$ cat src/rtl/demux_1x4_tdm_pkg.sv
// ----------------------------------------------------------------------------
// demux_pkg
//   Shared definitions for the 1-to-4 time-division demultiplexer.
//   - lane index constants (a=0, b=1, c=2, d=3) and lane count
//   - lane_t: 2-bit lane index type used by the slot counter and top
//   - lane_onehot(): decodes a lane index into a one-hot write enable
// ----------------------------------------------------------------------------
package demux_pkg;

  localparam int NUM_LANES = 4;

  typedef logic [1:0] lane_t;

  localparam lane_t LANE_A = 2'd0;
  localparam lane_t LANE_B = 2'd1;
  localparam lane_t LANE_C = 2'd2;
  localparam lane_t LANE_D = 2'd3;

  // Bit i of the result is set when idx selects lane i.
  function automatic logic [NUM_LANES-1:0] lane_onehot(input lane_t idx);
    logic [NUM_LANES-1:0] oh;
    oh = '0;
    case (idx)
      LANE_A:  oh[0] = 1'b1;
      LANE_B:  oh[1] = 1'b1;
      LANE_C:  oh[2] = 1'b1;
      default: oh[3] = 1'b1;
    endcase
    return oh;
  endfunction

endpackage

$ cat src/rtl/demux_1x4_tdm_if.sv
// ----------------------------------------------------------------------------
// demux_1x4_tdm_if
//   Bundles the sample stream, lane-select controls and recovered lane
//   outputs of the demultiplexer.
//   Upstream -> demux : din, din_valid, sel, auto_mode, sync_clr
//   Demux -> downstream: a, b, c, d, valid_a..valid_d, frame_done, slot
//   Modports: master (the side feeding samples and observing lanes),
//             slave  (the demultiplexer itself).
// ----------------------------------------------------------------------------
interface demux_1x4_tdm_if #(
  parameter int WIDTH = 1
);
  import demux_pkg::*;

  logic [WIDTH-1:0] din;
  logic             din_valid;
  lane_t            sel;
  logic             auto_mode;
  logic             sync_clr;

  logic [WIDTH-1:0] a;
  logic [WIDTH-1:0] b;
  logic [WIDTH-1:0] c;
  logic [WIDTH-1:0] d;
  logic             valid_a;
  logic             valid_b;
  logic             valid_c;
  logic             valid_d;
  logic             frame_done;
  lane_t            slot;

  modport master (
    output din, din_valid, sel, auto_mode, sync_clr,
    input  a, b, c, d, valid_a, valid_b, valid_c, valid_d, frame_done, slot
  );

  modport slave (
    input  din, din_valid, sel, auto_mode, sync_clr,
    output a, b, c, d, valid_a, valid_b, valid_c, valid_d, frame_done, slot
  );

endinterface

$ cat src/rtl/demux_1x4_tdm_slot_ctr.sv
// ----------------------------------------------------------------------------
// demux_slot_ctr
//   Round-robin slot counter for auto-mode lane selection.
//   Ports:
//     clk, rst    clock, synchronous active-high reset
//     en          advance request (an auto-mode sample is present)
//     clr         frame realignment: treat the current slot as lane a
//     slot        registered counter value
//     eff_slot    slot the current sample targets (lane a while clr is high)
//     last_slot   current sample targets lane d, i.e. it closes a frame
// ----------------------------------------------------------------------------
module demux_slot_ctr
  import demux_pkg::*;
(
  input  logic  clk,
  input  logic  rst,
  input  logic  en,
  input  logic  clr,
  output lane_t slot,
  output lane_t eff_slot,
  output logic  last_slot
);

  lane_t slot_q;
  lane_t slot_d;

  // A realignment pulse makes the current sample land on lane a, so the
  // counter must already point past it when that sample is consumed.
  always_comb begin
    eff_slot  = clr ? LANE_A : slot_q;
    last_slot = (eff_slot == LANE_D);
  end

  // Realignment wins over advancing; without a request the count is frozen
  // rather than cleared so that a manual-mode interlude resumes in place.
  always_comb begin
    slot_d = slot_q;
    if (clr && en) begin
      slot_d = LANE_B;
    end else if (clr) begin
      slot_d = LANE_A;
    end else if (en) begin
      slot_d = slot_q + 2'd1;
    end
  end

  always_ff @(posedge clk) begin
    if (rst) begin
      slot_q <= LANE_A;
    end else begin
      slot_q <= slot_d;
    end
  end

  assign slot = slot_q;

endmodule

$ cat src/rtl/demux_1x4_tdm.sv
// ----------------------------------------------------------------------------
// demux_1x4_tdm
//   Registered 1-to-4 time-division demultiplexer. Each valid input sample
//   is written into one of four held lanes, chosen either by an explicit
//   select or by an internal round-robin slot counter. One-cycle strobes
//   report which lane was updated, and frame_done marks the close of an
//   auto-mode frame (write to lane d).
//   Ports:
//     clk   rising-edge clock
//     rst   synchronous active-high reset, dominant over all inputs
//     bus   demux_1x4_tdm_if.slave: sample input, controls, lane outputs
//   Every output is taken straight from a flop.
// ----------------------------------------------------------------------------
module demux_1x4_tdm
  import demux_pkg::*;
#(
  parameter int WIDTH = 1
) (
  input logic            clk,
  input logic            rst,
  demux_1x4_tdm_if.slave bus
);

  lane_t                  slot;
  lane_t                  eff_slot;
  logic                   last_slot;
  logic                   ctr_en;

  lane_t                  target;
  logic [NUM_LANES-1:0]   wr_en;
  logic                   frame_end;

  logic [WIDTH-1:0]       lane_q [NUM_LANES];
  logic [NUM_LANES-1:0]   valid_q;
  logic                   frame_done_q;

  // The counter only advances on auto-mode samples; in manual mode it is
  // left frozen so that returning to auto resumes mid-frame.
  assign ctr_en = bus.auto_mode & bus.din_valid;

  demux_slot_ctr u_slot_ctr (
    .clk       (clk),
    .rst       (rst),
    .en        (ctr_en),
    .clr       (bus.sync_clr),
    .slot      (slot),
    .eff_slot  (eff_slot),
    .last_slot (last_slot)
  );

  // Lane decode. sel is only looked at in manual mode, so an unknown sel
  // during auto mode never reaches the write enables.
  always_comb begin
    target    = bus.auto_mode ? eff_slot : bus.sel;
    wr_en     = bus.din_valid ? lane_onehot(target) : '0;
    frame_end = bus.din_valid & bus.auto_mode & last_slot;
  end

  // Lane registers hold until their own lane is targeted; the strobes are
  // simply the registered write enables, hence mutually exclusive.
  always_ff @(posedge clk) begin
    if (rst) begin
      for (int i = 0; i < NUM_LANES; i++) begin
        lane_q[i] <= '0;
      end
      valid_q      <= '0;
      frame_done_q <= 1'b0;
    end else begin
      for (int i = 0; i < NUM_LANES; i++) begin
        if (wr_en[i]) begin
          lane_q[i] <= bus.din;
        end
      end
      valid_q      <= wr_en;
      frame_done_q <= frame_end;
    end
  end

  assign bus.a          = lane_q[LANE_A];
  assign bus.b          = lane_q[LANE_B];
  assign bus.c          = lane_q[LANE_C];
  assign bus.d          = lane_q[LANE_D];
  assign bus.valid_a    = valid_q[LANE_A];
  assign bus.valid_b    = valid_q[LANE_B];
  assign bus.valid_c    = valid_q[LANE_C];
  assign bus.valid_d    = valid_q[LANE_D];
  assign bus.frame_done = frame_done_q;
  assign bus.slot       = slot;

endmodule

$ cat src/flat_wrapper.sv
// flat-port wrapper written by rule: the top's interface ports become plain ports
module demux_1x4_tdm_flat import demux_pkg::*;
#(
  parameter int WIDTH = 1
)
  (clk, rst, bus_din, bus_din_valid, bus_sel, bus_auto_mode, bus_sync_clr, bus_a, bus_b, bus_c, bus_d, bus_valid_a, bus_valid_b, bus_valid_c, bus_valid_d, bus_frame_done, bus_slot);
  demux_1x4_tdm_if #(.WIDTH(WIDTH)) bus_i ();
  input logic clk;
  input logic rst;
  input wire logic [$bits(bus_i.din)-1:0] bus_din;
  input wire logic [$bits(bus_i.din_valid)-1:0] bus_din_valid;
  input wire logic [$bits(bus_i.sel)-1:0] bus_sel;
  input wire logic [$bits(bus_i.auto_mode)-1:0] bus_auto_mode;
  input wire logic [$bits(bus_i.sync_clr)-1:0] bus_sync_clr;
  output wire logic [$bits(bus_i.a)-1:0] bus_a;
  output wire logic [$bits(bus_i.b)-1:0] bus_b;
  output wire logic [$bits(bus_i.c)-1:0] bus_c;
  output wire logic [$bits(bus_i.d)-1:0] bus_d;
  output wire logic [$bits(bus_i.valid_a)-1:0] bus_valid_a;
  output wire logic [$bits(bus_i.valid_b)-1:0] bus_valid_b;
  output wire logic [$bits(bus_i.valid_c)-1:0] bus_valid_c;
  output wire logic [$bits(bus_i.valid_d)-1:0] bus_valid_d;
  output wire logic [$bits(bus_i.frame_done)-1:0] bus_frame_done;
  output wire logic [$bits(bus_i.slot)-1:0] bus_slot;
  assign bus_i.din = bus_din;
  assign bus_i.din_valid = bus_din_valid;
  assign bus_i.sel = bus_sel;
  assign bus_i.auto_mode = bus_auto_mode;
  assign bus_i.sync_clr = bus_sync_clr;
  assign bus_a = bus_i.a;
  assign bus_b = bus_i.b;
  assign bus_c = bus_i.c;
  assign bus_d = bus_i.d;
  assign bus_valid_a = bus_i.valid_a;
  assign bus_valid_b = bus_i.valid_b;
  assign bus_valid_c = bus_i.valid_c;
  assign bus_valid_d = bus_i.valid_d;
  assign bus_frame_done = bus_i.frame_done;
  assign bus_slot = bus_i.slot;
  demux_1x4_tdm #(.WIDTH(WIDTH)) u_core (.clk(clk), .rst(rst), .bus(bus_i));
endmodule
$ cat config.mk
export PLATFORM = sky130hd
export DESIGN_NAME = demux_1x4_tdm_flat
export DESIGN_NICKNAME = d
export VERILOG_FILES = /design/src/rtl/demux_1x4_tdm_pkg.sv /design/src/rtl/demux_1x4_tdm_if.sv /design/src/rtl/demux_1x4_tdm_slot_ctr.sv /design/src/rtl/demux_1x4_tdm.sv /design/src/flat_wrapper.sv
export SDC_FILE = /design/constraint.sdc
export NUM_CORES = 1
export LEC_CHECK = 0
export ABC_CLOCK_PERIOD_IN_PS = 2800
export BUFFER_PORTS_ARGS = -buffer_cell sky130_fd_sc_hd__buf_2
export CAP_MARGIN = 20
export CORE_AREA = 2 2 39 41
export CTS_CLUSTER_DIAMETER = 120
export DETAILED_ROUTE_END_ITERATION = 16
export DIE_AREA = 0 0 41 43
export PLACE_DENSITY = 0.64
export SYNTH_ARGS = -nofsm -noshare
export SYNTH_HDL_FRONTEND = slang
export SYNTH_SLANG_ARGS = --single-unit
$ cat constraint.sdc
create_clock -name clk -period 2.8 [get_ports clk]
set_clock_uncertainty 0.05 [all_clocks]
set_input_delay 0.56 -clock clk [delete_from_list [all_inputs] [get_ports clk]]
set_output_delay 0.56 -clock clk [all_outputs]
set_load 0.05 [all_outputs]
==> impl_metrics.tcl <==
set metrics [dict create \
    status "finished, final reports clean" \
    ctsResizeCount 0 \
    dp_hpwl_um 706 \
    holdBufCountCts 0 \
    layout.nets 78 \
    dieHeight_um 43 \
    drive_above_1_share 0.391 \
    ant_nets 0 \
    min_period_ns 1.63 \
    via_per_inst 4.76 \
    start_kind "flip-flop" \
    slew-limit-headroom 0.798 \
    final_common_cell "buf_2" \
    ys_seq_elements 11 \
    antenna_found_initial 0 \
    fmax_ghz 0.614 \
    critPathRequiredTime_ns 2.19 \
    grt_max_degree 11 \
    grt_setup_unrepaired "false" \
    crit_type "reg -> out" \
    numCtsBuffers 3 \
    clk_latency_ns 0.26 \
    io_buffers 18 \
    worstPathMaxFanout 6 \
    mostFrequentLayoutCells "buf_2 (18), nor2_1 (12), dfxtp_1 (7)" \
    start_util 0.361 \
    fin_tns_setup_ns 0 \
    power.leakage_nw 0.269 \
    num_vias 405 \
    die_w_um 41 \
    critPathArrivalTime_ns 1.02 \
    syn-instance-count 48 \
    end_kind "output pin" \
    gp_congestion 0.712 \
    drt_pass1_iterations 2 \
    die_area_mm2 0.00176 \
    rows 14 \
    synth_area_leaders "dfxtp_1 (28%), edfxtp_1 (24%), nor2_1 (9.0%)" \
    grt_pass1_wl_um 1500 \
    htree_levels 1 \
    path_buf_inv 1 \
    coreArea_mm2 0.00138 \
    post_cts_buffers 0 \
    ys_types 20 \
    wl_um 912 \
    yosysTopAreaCell "dfxtp_1" \
    cp_slowest_cell "dfxtp_1" \
    syn_area_um2 499 \
    finalCritPeriodShare 0.581 \
    grtUsageTotal 0.128 \
    cts_buffer_depth 2 \
    path_delay_family "flip-flops" \
    synth_fp_nets 56 \
    drtIter0Drc 4 \
    tightest_slew_ns 0.303 \
    hold_viol_final 0 \
    ir_drop_uv 175 \
    r2r_slack_ns 1.54 \
    area_growth_pct 25.1 \
    path_clk_slew_ns 0.07 \
    cts_tree "done" \
    yosys_warnings 0 \
    clockRootBuffer "clkbuf_4" \
    drv_cap 0 \
    crit_path_max_incr_delay_ns 0.44 \
    grt_pass1_vias 374 \
    n_fill_cell 141 \
    synth.yosys.seq_area_share 0.521 \
    diodes 0 \
    min_path_type "in -> reg" \
    finalMaxSlewViolations 0 \
    overflow 0 \
    wl_per_cell_um 10.7 \
    cts_sinks 11 \
    io_pins 19 \
    drc 0 \
    power.density_mw_per_mm2 539 \
    p_total_mw 0.337 \
    setup_viol 0 \
    avgSynthCellArea_um2 10.4 \
    yosysTopAreaCellShare 0.281 \
    crit_chain "buf_2" \
]
## layer usage
metal  routed length [um]  up-vias  global-route usage
li1                     -      207                   -
met1                  397      186               0.153
met2                  463       10               0.184
met3                   37        2              0.0314
met4                   14        0               0.100
met5                    0        -                   0
## logic make-up after synthesis
kind of cell           Yosys count  synth area share
AND/OR/NAND/NOR                 25             0.276
XOR/XNOR                         2            0.0351
flip-flops                      11             0.521
buffers and inverters            2            0.0301
AO/OA/AOI/OAI                    8             0.138
## Yosys cell counts
master    number
nor3b_1        2
a21oi_2        2
nand4b_1       1
xnor2_1        1
nand2_1        2
xor2_1         1
nand3b_1       1
o21bai_2       2
nor3b_2        2
o21bai_1       2
o21a_1         1
dfxtp_1        7
nand2b_1       3
nor3_1         1
buf_6          1
edfxtp_1       4
nor2_1        12
nand3_1        1
inv_1          1
o22ai_1        1
## path summary, 6_finish.rpt
check	cells after the start	end	start
max	1	bus_slot[1]	u_core.u_slot_ctr.slot[1]
min	2	u_core.u_slot_ctr.slot[0]	rst
max reg2reg	3	u_core.lane_q[3]	u_core.u_slot_ctr.slot[1]
min reg2reg	2	u_core.bus.frame_done	u_core.u_slot_ctr.slot[0]
## area by class of cell
cell class | instances | area (um^2) | area share
clock buffers | 4 | 26.3 | 0.0421
repair buffers | 18 | 90.1 | 0.144
well taps | 16 | 20.0 | 0.0321
flip-flops and latches | 11 | 260 | 0.417
multi-input cells | 35 | 224 | 0.359
inverters | 1 | 3.75 | 0.00601
## state kept, by name (all words and copies together) (netlist names)
name,flops
u_core.u_slot_ctr.slot,2
u_core.lane_q,4
u_core.bus.frame_done,1
u_core.valid_q,4
## stage by stage
step,instances,hold slack [ns],area [um^2],worst slack (ns),utilization
global placement,81,0.533,598,1.26,0.432
global route,85,0.497,624,1.13,0.451
detailed placement,81,0.544,598,1.26,0.432
floorplan,48,0.582,499,1.28,-
CTS,85,0.476,624,1.16,0.451
finish,85,0.482,624,1.17,0.451
## where the power goes
| group | internal [mW] | switching [mW] |
|---|---|---|
| Sequential | 0.172 | 0.00265 |
| Combinational | 0.0173 | 0.0411 |
| Clock | 0.0550 | 0.0489 |
No activity file was read; power rests on OpenSTA's default activity.
